--- config.mk ---
export PLATFORM = sky130hd
export DESIGN_NAME = if_stage
export DESIGN_NICKNAME = d
export VERILOG_FILES = /design/src/rtl/if_stage_pkg.sv /design/src/rtl/if_id_reg.sv /design/src/rtl/if_stage.sv
export SDC_FILE = /design/constraint.sdc
export NUM_CORES = 1
export LEC_CHECK = 0
export CORE_ASPECT_RATIO = 0.7
export CORE_UTILIZATION = 46
export DETAILED_ROUTE_END_ITERATION = 8
export PLACE_DENSITY = 0.81
export SLEW_MARGIN = 5
export SYNTH_ARGS = -nofsm -noshare
export SYNTH_HDL_FRONTEND = slang
export SYNTH_SLANG_ARGS = --single-unit
--- constraint.sdc ---
create_clock -name clk -period 2.7 [get_ports clk]
set_input_delay 0.675 -clock clk [delete_from_list [all_inputs] [get_ports clk]]
set_output_delay 0.675 -clock clk [all_outputs]
set_load 0.02 [all_outputs]
--- src/rtl/if_stage_pkg.sv ---
// rtl/if_stage_pkg.sv - shared PCSrc encodings, vector constants and PC arithmetic
package if_stage_pkg;

    typedef enum logic [2:0] {
        PCSRC_SEQ    = 3'b000,
        PCSRC_BRANCH = 3'b001,
        PCSRC_J      = 3'b010,
        PCSRC_JR     = 3'b011,
        PCSRC_ILLOP  = 3'b100,
        PCSRC_XADR   = 3'b101
    } pc_src_e;

    localparam logic [31:0] RESET_PC_DEF  = 32'h8000_0000;
    localparam logic [31:0] ILLOP_VEC_DEF = 32'h8000_0004;
    localparam logic [31:0] XADR_VEC_DEF  = 32'h8000_0008;
    localparam logic [31:0] NOP_WORD      = 32'h0000_0000;

    // Increment never touches the supervisor bit; the low 31 bits wrap.
    function automatic logic [31:0] pc_inc(input logic [31:0] cur_pc);
        return {cur_pc[31], cur_pc[30:0] + 31'd4};
    endfunction

endpackage

--- src/rtl/if_id_reg.sv ---
// rtl/if_id_reg.sv - pipeline register with write enable, flush, stall-proof flush and valid bit
module if_id_reg #(
    parameter int                 DATA_W     = 64,
    parameter logic [DATA_W-1:0]  RESET_DATA = '0
) (
    input  logic              clk,
    input  logic              reset,
    input  logic              write_en,
    input  logic              flush,
    input  logic              hard_flush,
    input  logic [DATA_W-1:0] load_data,
    input  logic [DATA_W-1:0] bubble_data,
    output logic [DATA_W-1:0] data,
    output logic              valid,
    output logic              loaded,
    output logic              bubbled
);

    // hard_flush beats a stall; a plain flush is ignored while stalled.
    always_comb begin
        bubbled = hard_flush || (write_en && flush);
        loaded  = !hard_flush && write_en && !flush;
    end

    always_ff @(posedge clk) begin
        if (reset) begin
            data  <= RESET_DATA;
            valid <= 1'b0;
        end else if (bubbled) begin
            data  <= bubble_data;
            valid <= 1'b0;
        end else if (loaded) begin
            data  <= load_data;
            valid <= 1'b1;
        end
    end

endmodule

--- src/rtl/if_stage.sv ---
// rtl/if_stage.sv - MIPS instruction fetch: PC register, next-PC mux and IF/ID register
module if_stage
    import if_stage_pkg::*;
#(
    parameter logic [31:0] RESET_PC  = RESET_PC_DEF,
    parameter logic [31:0] ILLOP_VEC = ILLOP_VEC_DEF,
    parameter logic [31:0] XADR_VEC  = XADR_VEC_DEF,
    parameter logic [31:0] NOP_INSTR = NOP_WORD
) (
    input  logic        clk,
    input  logic        reset,
    input  logic        pc_write,
    input  logic        if_id_write,
    input  logic        if_flush,
    input  logic        ex_branch_taken,
    input  logic [31:0] ex_branch_target,
    input  logic [2:0]  id_pc_src,
    input  logic [31:0] id_rs_data,
    output logic [31:0] imem_addr,
    input  logic [31:0] imem_rdata,
    output logic [31:0] pc,
    output logic [31:0] if_id_instr,
    output logic [31:0] if_id_pc_plus4,
    output logic        if_id_valid,
    output logic [31:0] fetch_count,
    output logic [31:0] bubble_count
);

    logic [31:0] pc_plus4;
    logic [31:0] jump_target;
    logic [31:0] jr_target;
    logic [31:0] next_pc;
    logic        loaded;
    logic        bubbled;

    assign imem_addr = pc;

    always_comb begin
        pc_plus4    = pc_inc(pc);
        jump_target = {if_id_pc_plus4[31:28], if_id_instr[25:0], 2'b00};
        // A user-mode jr cannot raise the supervisor bit.
        jr_target   = {if_id_pc_plus4[31] & id_rs_data[31], id_rs_data[30:0]};
        next_pc     = pc_plus4;
        if (ex_branch_taken) begin
            next_pc = ex_branch_target;
        end else if (!pc_write) begin
            next_pc = pc;
        end else begin
            case (pc_src_e'(id_pc_src))
                PCSRC_J:     next_pc = jump_target;
                PCSRC_JR:    next_pc = jr_target;
                PCSRC_ILLOP: next_pc = ILLOP_VEC;
                PCSRC_XADR:  next_pc = XADR_VEC;
                default:     next_pc = pc_plus4;
            endcase
        end
    end

    always_ff @(posedge clk) begin
        if (reset) begin
            pc <= RESET_PC;
        end else begin
            pc <= next_pc;
        end
    end

    // Bubbles keep pc_plus4 so an exception in the bubble slot can return.
    if_id_reg #(
        .DATA_W     (64),
        .RESET_DATA ({NOP_INSTR, 32'h0000_0000})
    ) u_if_id_reg (
        .clk         (clk),
        .reset       (reset),
        .write_en    (if_id_write),
        .flush       (if_flush),
        .hard_flush  (ex_branch_taken && if_flush),
        .load_data   ({imem_rdata, pc_plus4}),
        .bubble_data ({NOP_INSTR, pc_plus4}),
        .data        ({if_id_instr, if_id_pc_plus4}),
        .valid       (if_id_valid),
        .loaded      (loaded),
        .bubbled     (bubbled)
    );

    always_ff @(posedge clk) begin
        if (reset) begin
            fetch_count  <= 32'd0;
            bubble_count <= 32'd0;
        end else begin
            if (loaded) begin
                fetch_count <= fetch_count + 32'd1;
            end
            if (bubbled) begin
                bubble_count <= bubble_count + 32'd1;
            end
        end
    end

endmodule
# ---- Word-level counts from Yosys, hierarchy flattened
# Index checks and enable logic that the tools add are counted.
dict set report op_classes {
  addsub 3
  mul 0
  n_div 0
  order_cmp 0
  n_eq_ne 4
  shifts 0
  muxes 5
  bitwise 1
  reduce_logical 12
}
# op n
set ops {}
lappend ops {{$mux W32} 4}
lappend ops {{$pmux W32 S4} 1}
lappend ops {{$add A32 B1 Y32 const B} 2}
lappend ops {{$add A31 B3 Y31 const B} 1}
lappend ops {{$eq A3 B2 Y1 const B} 2}
lappend ops {{$eq A3 B3 Y1 const B} 2}
lappend ops {{$reduce_bool A5 Y1} 1}
lappend ops {{$logic_and A1 B1 Y1} 4}
lappend ops {{$reduce_bool A2 Y1} 2}
lappend ops {{$logic_not A1 Y1} 2}
lappend ops {{$reduce_and A2 Y1} 1}
lappend ops {{$reduce_or A2 Y1} 1}
lappend ops {{$and A1 B1 Y1} 1}
lappend ops {{$logic_or A1 B1 Y1} 1}
dict set report totals {
  register_bits 161
  latchBits 0
  ramBits 0
  romBits 0
  inputBits 105
  output_inout_bits 193
  memories 0
}

# ---- Longest topological paths before layout
dict set report logic_depth {
  depth_word 6
  ltp_mapped 7
  ltp_nobuf 5
}

# ---- Cells and area by module
# From an unflattened synthesis, not the netlist that was laid out.
dict set report unflattened {
  cells_unflattened 1098
  hier_area_um2 9207.6
}
# mod instances cells_each area_per_inst_um2
set modules_own_cells {}
lappend modules_own_cells {if_stage 1 715 5791.8}
lappend modules_own_cells {if_id_reg 1 383 3415.8}

# ---- Worst setup path before layout
# No wires, ideal clock.
dict set report synth_path {
  path_type {input to register}
  startpoint {in if_id_write}
  endpoint {reg fetch_count[26]}
  arrival_ns 2.265
  path_slack_ns 0.365
  path_stages 6
  n_path_buf 2
  cell_sequence {buf_2 nand3b_1 or4_1 clkbuf_1 or4_1 a21oi_1}
}
dict set report synth_via {
  elab_chain_len 2
}
# element line_no
set synth_rtl {}
lappend synth_rtl {{start: declaration} if_stage.sv:13} ;# input logic if_id_write,
lappend synth_rtl {{$logic_and A1 B1 Y1 (2 in a row)} if_id_reg.sv:22} ;# loaded = !hard_flush && write_en && !flush;
lappend synth_rtl {{end signal: assignment} if_stage.sv:91} ;# fetch_count <= fetch_count + 32'd1;
lappend synth_rtl {{end: declaration} if_stage.sv:25} ;# output logic [31:0] fetch_count,
# Every way passes these cells.
# A chain may end at the register's enable or synchronous reset.

# ---- Worst setup path in the final report
dict set report layout_path {
  startpoint {reg pc[10] (netlist: imem_addr[10])}
  endpoint {reg u_if_id_reg.data[18]}
}
dict set report layout_via {
  elab_chain_len 3
}
# element line_no
set layout_rtl {}
lappend layout_rtl {{start: declaration} if_stage.sv:21} ;# output logic [31:0] pc,
lappend layout_rtl {{start signal: assignment} if_stage.sv:63} ;# pc <= next_pc;
lappend layout_rtl {{$add A31 B3 Y31 *} if_stage_pkg.sv:20} ;# return {cur_pc[31], cur_pc[30:0] + 31'd4};
lappend layout_rtl {{$mux W32} if_id_reg.sv:32} ;# end else if (loaded) begin
lappend layout_rtl {{$mux W32 *} if_id_reg.sv:29} ;# end else if (bubbled) begin
lappend layout_rtl {{end signal: assignment} if_id_reg.sv:30} ;# data <= bubble_data;
lappend layout_rtl {{end signal: assignment} if_id_reg.sv:33} ;# data <= load_data;
lappend layout_rtl {{end: declaration} if_id_reg.sv:13} ;# output logic [DATA_W-1:0] data,
# Mark *: on every way between the ends. The rest lies on a longest branch, timed or not. The select of a mux whose other input is x is not followed.

==> flow_summary.ini <==
[clock_tree]
numCtsBuffers = 17
cts_hold_buffers = 0
cts.sinks = 161
cts.clk_slew.worst_paths_ns = 0.07
cts_tree = done
ctsLongestPathBuffers = 2
cts_setup_buffers = 0
cts_max_level = 4
cts-root-buf = clkbuf_16
cts_resized = 0
clk_latency_ns = 0.43

[global_routing]
grt_pass1_vias = 8824
grt_pass1_wl_mm = 48.5
antenna_found_initial = 3
grt_usage_pct = 31.3
overflow = 0
grt_max_degree = 140

[floorplanning]
die_y_um = 117
fp-row-count = 41
dieWidth_um = 167
core-area_um2 = 18300
die_area_um2 = 19600
initial_core_util_pct = 47.8
ios = 298

[sta]
slew_headroom_pct = 47.1
grt_setup_unrepaired = false
period_minus_slack_ns = 2.48
hold_viol_final = 0
skew_ns = 0.0142
max_freq_ghz = 0.403
timing.hold.ws_ns = 0.453
setup_viol = 0
maxSlewViolCount = 0
worst_pin_slew_ns = 0.786
post-route-period-util_pct = 91.8

[detailed_routing]
drc = 0
routed_wl_mm = 31.0
viasPerCell = 6.06
drt_iter0_markers = 970
ant_nets = 0
avgRoutedWirePerCell_um = 19.6
via_count = 9619
drtPass1Iterations = 5

[yosys]
yosysMostFrequentCell = dfxtp_1
yosys_warnings = 0
synthCells = 1081
synth_top_family_by_area = simple AND/OR/NAND/NOR gates
synthTopCellsByCount = dfxtp_1 (161), nand2_1 (117), a21oi_1 (94)
synth_xor_area_share_pct = 2.90
synthMuxAreaShare_pct = 4.29
synth.cell_area_um2 = 8760
synthAdderAreaFrac_pct = 0.429
synth.net_count = 1189
synth_top_area_share_pct = 36.8
ys.flop_type = dfxtp_1
synth_compound_area_share_pct = 19.1
synthSimpleGateAreaFrac_pct = 28.0
yosys_register_bits = 161
avgSynthCellArea_um2 = 8.10
synth_top_cell_by_area = dfxtp_1
ys_async_sr_fraction_pct = 0
synth_area_leaders = dfxtp_1 (37%), a21oi_1 (5.4%), nand2_1 (5.0%)
synth-edff-count = 0
ys_seq_area_share_pct = 36.8
netlist-cell-type-count = 62

[cells_and_area]
nets = 1444
n_fill_cell = 1499
drive_gt1_share_pct = 10.2
area_delta_synth_final_pct = 43.1

[place]
place_congestion = 0.910
dp_hpwl_mm = 22.5
port_buffers = 297

[setup_path]
endpoint = u_if_id_reg.data[18]$_SDFFE_PP0P_
cp.arrival_ns = 2.81
critPathRequiredTime_ns = 3.03
regToRegEndpoint = u_if_id_reg.data[18]$_SDFFE_PP0P_
r2r_cells = 4
cp-start-kind = flop
cp-end-kind = flop
r2r_start = imem_addr[10]$_SDFFE_PP0P_
path_class = reg2reg
crit_start = imem_addr[10]$_SDFFE_PP0P_
r2r_slack_ns = 0.22
crit_fanout = 15

[job]
cap_violations = 0

[pwr]
power_w = 0.00618
powerDensity_nw_per_um2 = 493
leakagePower_nw = 4.24
ir_worst_vdd_uv = 339

[min_path]
holdCritPathClass = reg2reg

[outcome]
status = complete, no violations
## how the worst min path moves through the flow
stage | from | endpoint | depth (start not counted)
final | u_if_id_reg.data[0]$_SDFFE_PP0P_ | u_if_id_reg.data[0]$_SDFFE_PP0P_ | 2
after global routing | u_if_id_reg.data[63]$_SDFFE_PP0P_ | u_if_id_reg.data[63]$_SDFFE_PP0P_ | 2
after CTS | u_if_id_reg.data[0]$_SDFFE_PP0P_ | u_if_id_reg.data[0]$_SDFFE_PP0P_ | 2
after detailed placement | u_if_id_reg.data[0]$_SDFFE_PP0P_ | u_if_id_reg.data[0]$_SDFFE_PP0P_ | 2
after global placement | u_if_id_reg.data[3]$_SDFFE_PP0P_ | u_if_id_reg.data[3]$_SDFFE_PP0P_ | 2
after floorplan | imem_addr[31]$_SDFFE_PP1P_ | u_if_id_reg.data[31]$_SDFFE_PP0P_ | 2
## critical path: stages (launching register included)
cell and delay [ns]:
dfxtp_1 0.51, nand3_1 0.20, or4_1 0.81, or3_2 0.54, a311oi_1 0.31
## power breakdown
group          leakage (nW)  internal, W  switching (W)
sequential             1.31      0.00246       0.000102
combinational          2.64     0.000520       0.000549
clock                 0.293      0.00146        0.00109
## kinds of logic (layout without fill, tap and decap cells)
| logic type | Yosys count | in the layout |
|---|---|---|
| other | 0 | 1 |
| adder cells (fa/ha/maj) | 3 | 3 |
| buffers and inverters | 148 | 416 |
| flip-flops | 161 | 161 |
| multiplexers | 35 | 35 |
| XOR/XNOR | 29 | 29 |
| AND/OR/NAND/NOR | 448 | 448 |
| AO/OA/AOI/OAI | 257 | 257 |
## metrics by stage
step	cells	utilization, %	instance area, µm²	setup slack (ns)	TNS (ns)
after global routing	1586	68.4	12500	0.120	0
after floorplan	1081	-	8760	0.365	0
final	1586	68.4	12500	0.221	0
after detailed placement	1553	65.1	11900	-0.0680	-0.500
after CTS	1585	68.4	12500	0.236	0
after global placement	1553	65.1	11900	-0.00991	-0.0272
## layer usage
layer | share of wire, % | track usage [%] | vias to the layer above
met4 | 2.9 | 11.9 | 0
met5 | 0 | 0 | -
li1 | - | - | 4508
met2 | 42 | 45.2 | 532
met1 | 44 | 43.2 | 4513
met3 | 11 | 9.92 | 66
## registers in the layout, summed over array words and instances, names as in the netlist
name / count
imem_addr: 32
u_if_id_reg.valid: 1
u_if_id_reg.data: 64
fetch_count: 32
bubble_count: 32
## area by class of cell
type / instances / area (µm²) / share of cell area (%)
well taps: 236 / 295 / 2.36
inverters: 26 / 97.6 / 0.779
diodes: 1 / 2.50 / 0.0200
repair buffers: 358 / 3490 / 27.9
multi-input cells: 772 / 4810 / 38.4
flip-flops and latches: 161 / 3220 / 25.7
clock inverters: 12 / 145 / 1.16
clock buffers: 20 / 467 / 3.72
## placed cells by master (no fill, tap or decap), types with 20 or more instances in the layout
cell type / count
nor2_1: 62
nand2_1: 117
nor3_1: 29
dfxtp_1: 161
mux2_2: 20
o31ai_1: 26
or4_1: 35
o21ai_0: 34
clkdlybuf4s50_1: 294
xnor2_1: 23
nand4_1: 28
nand3_1: 38
buf_4: 56
and3_1: 20
inv_1: 26
a21oi_1: 94
or3_1: 32
No activity file was read; power rests on OpenSTA's default activity.
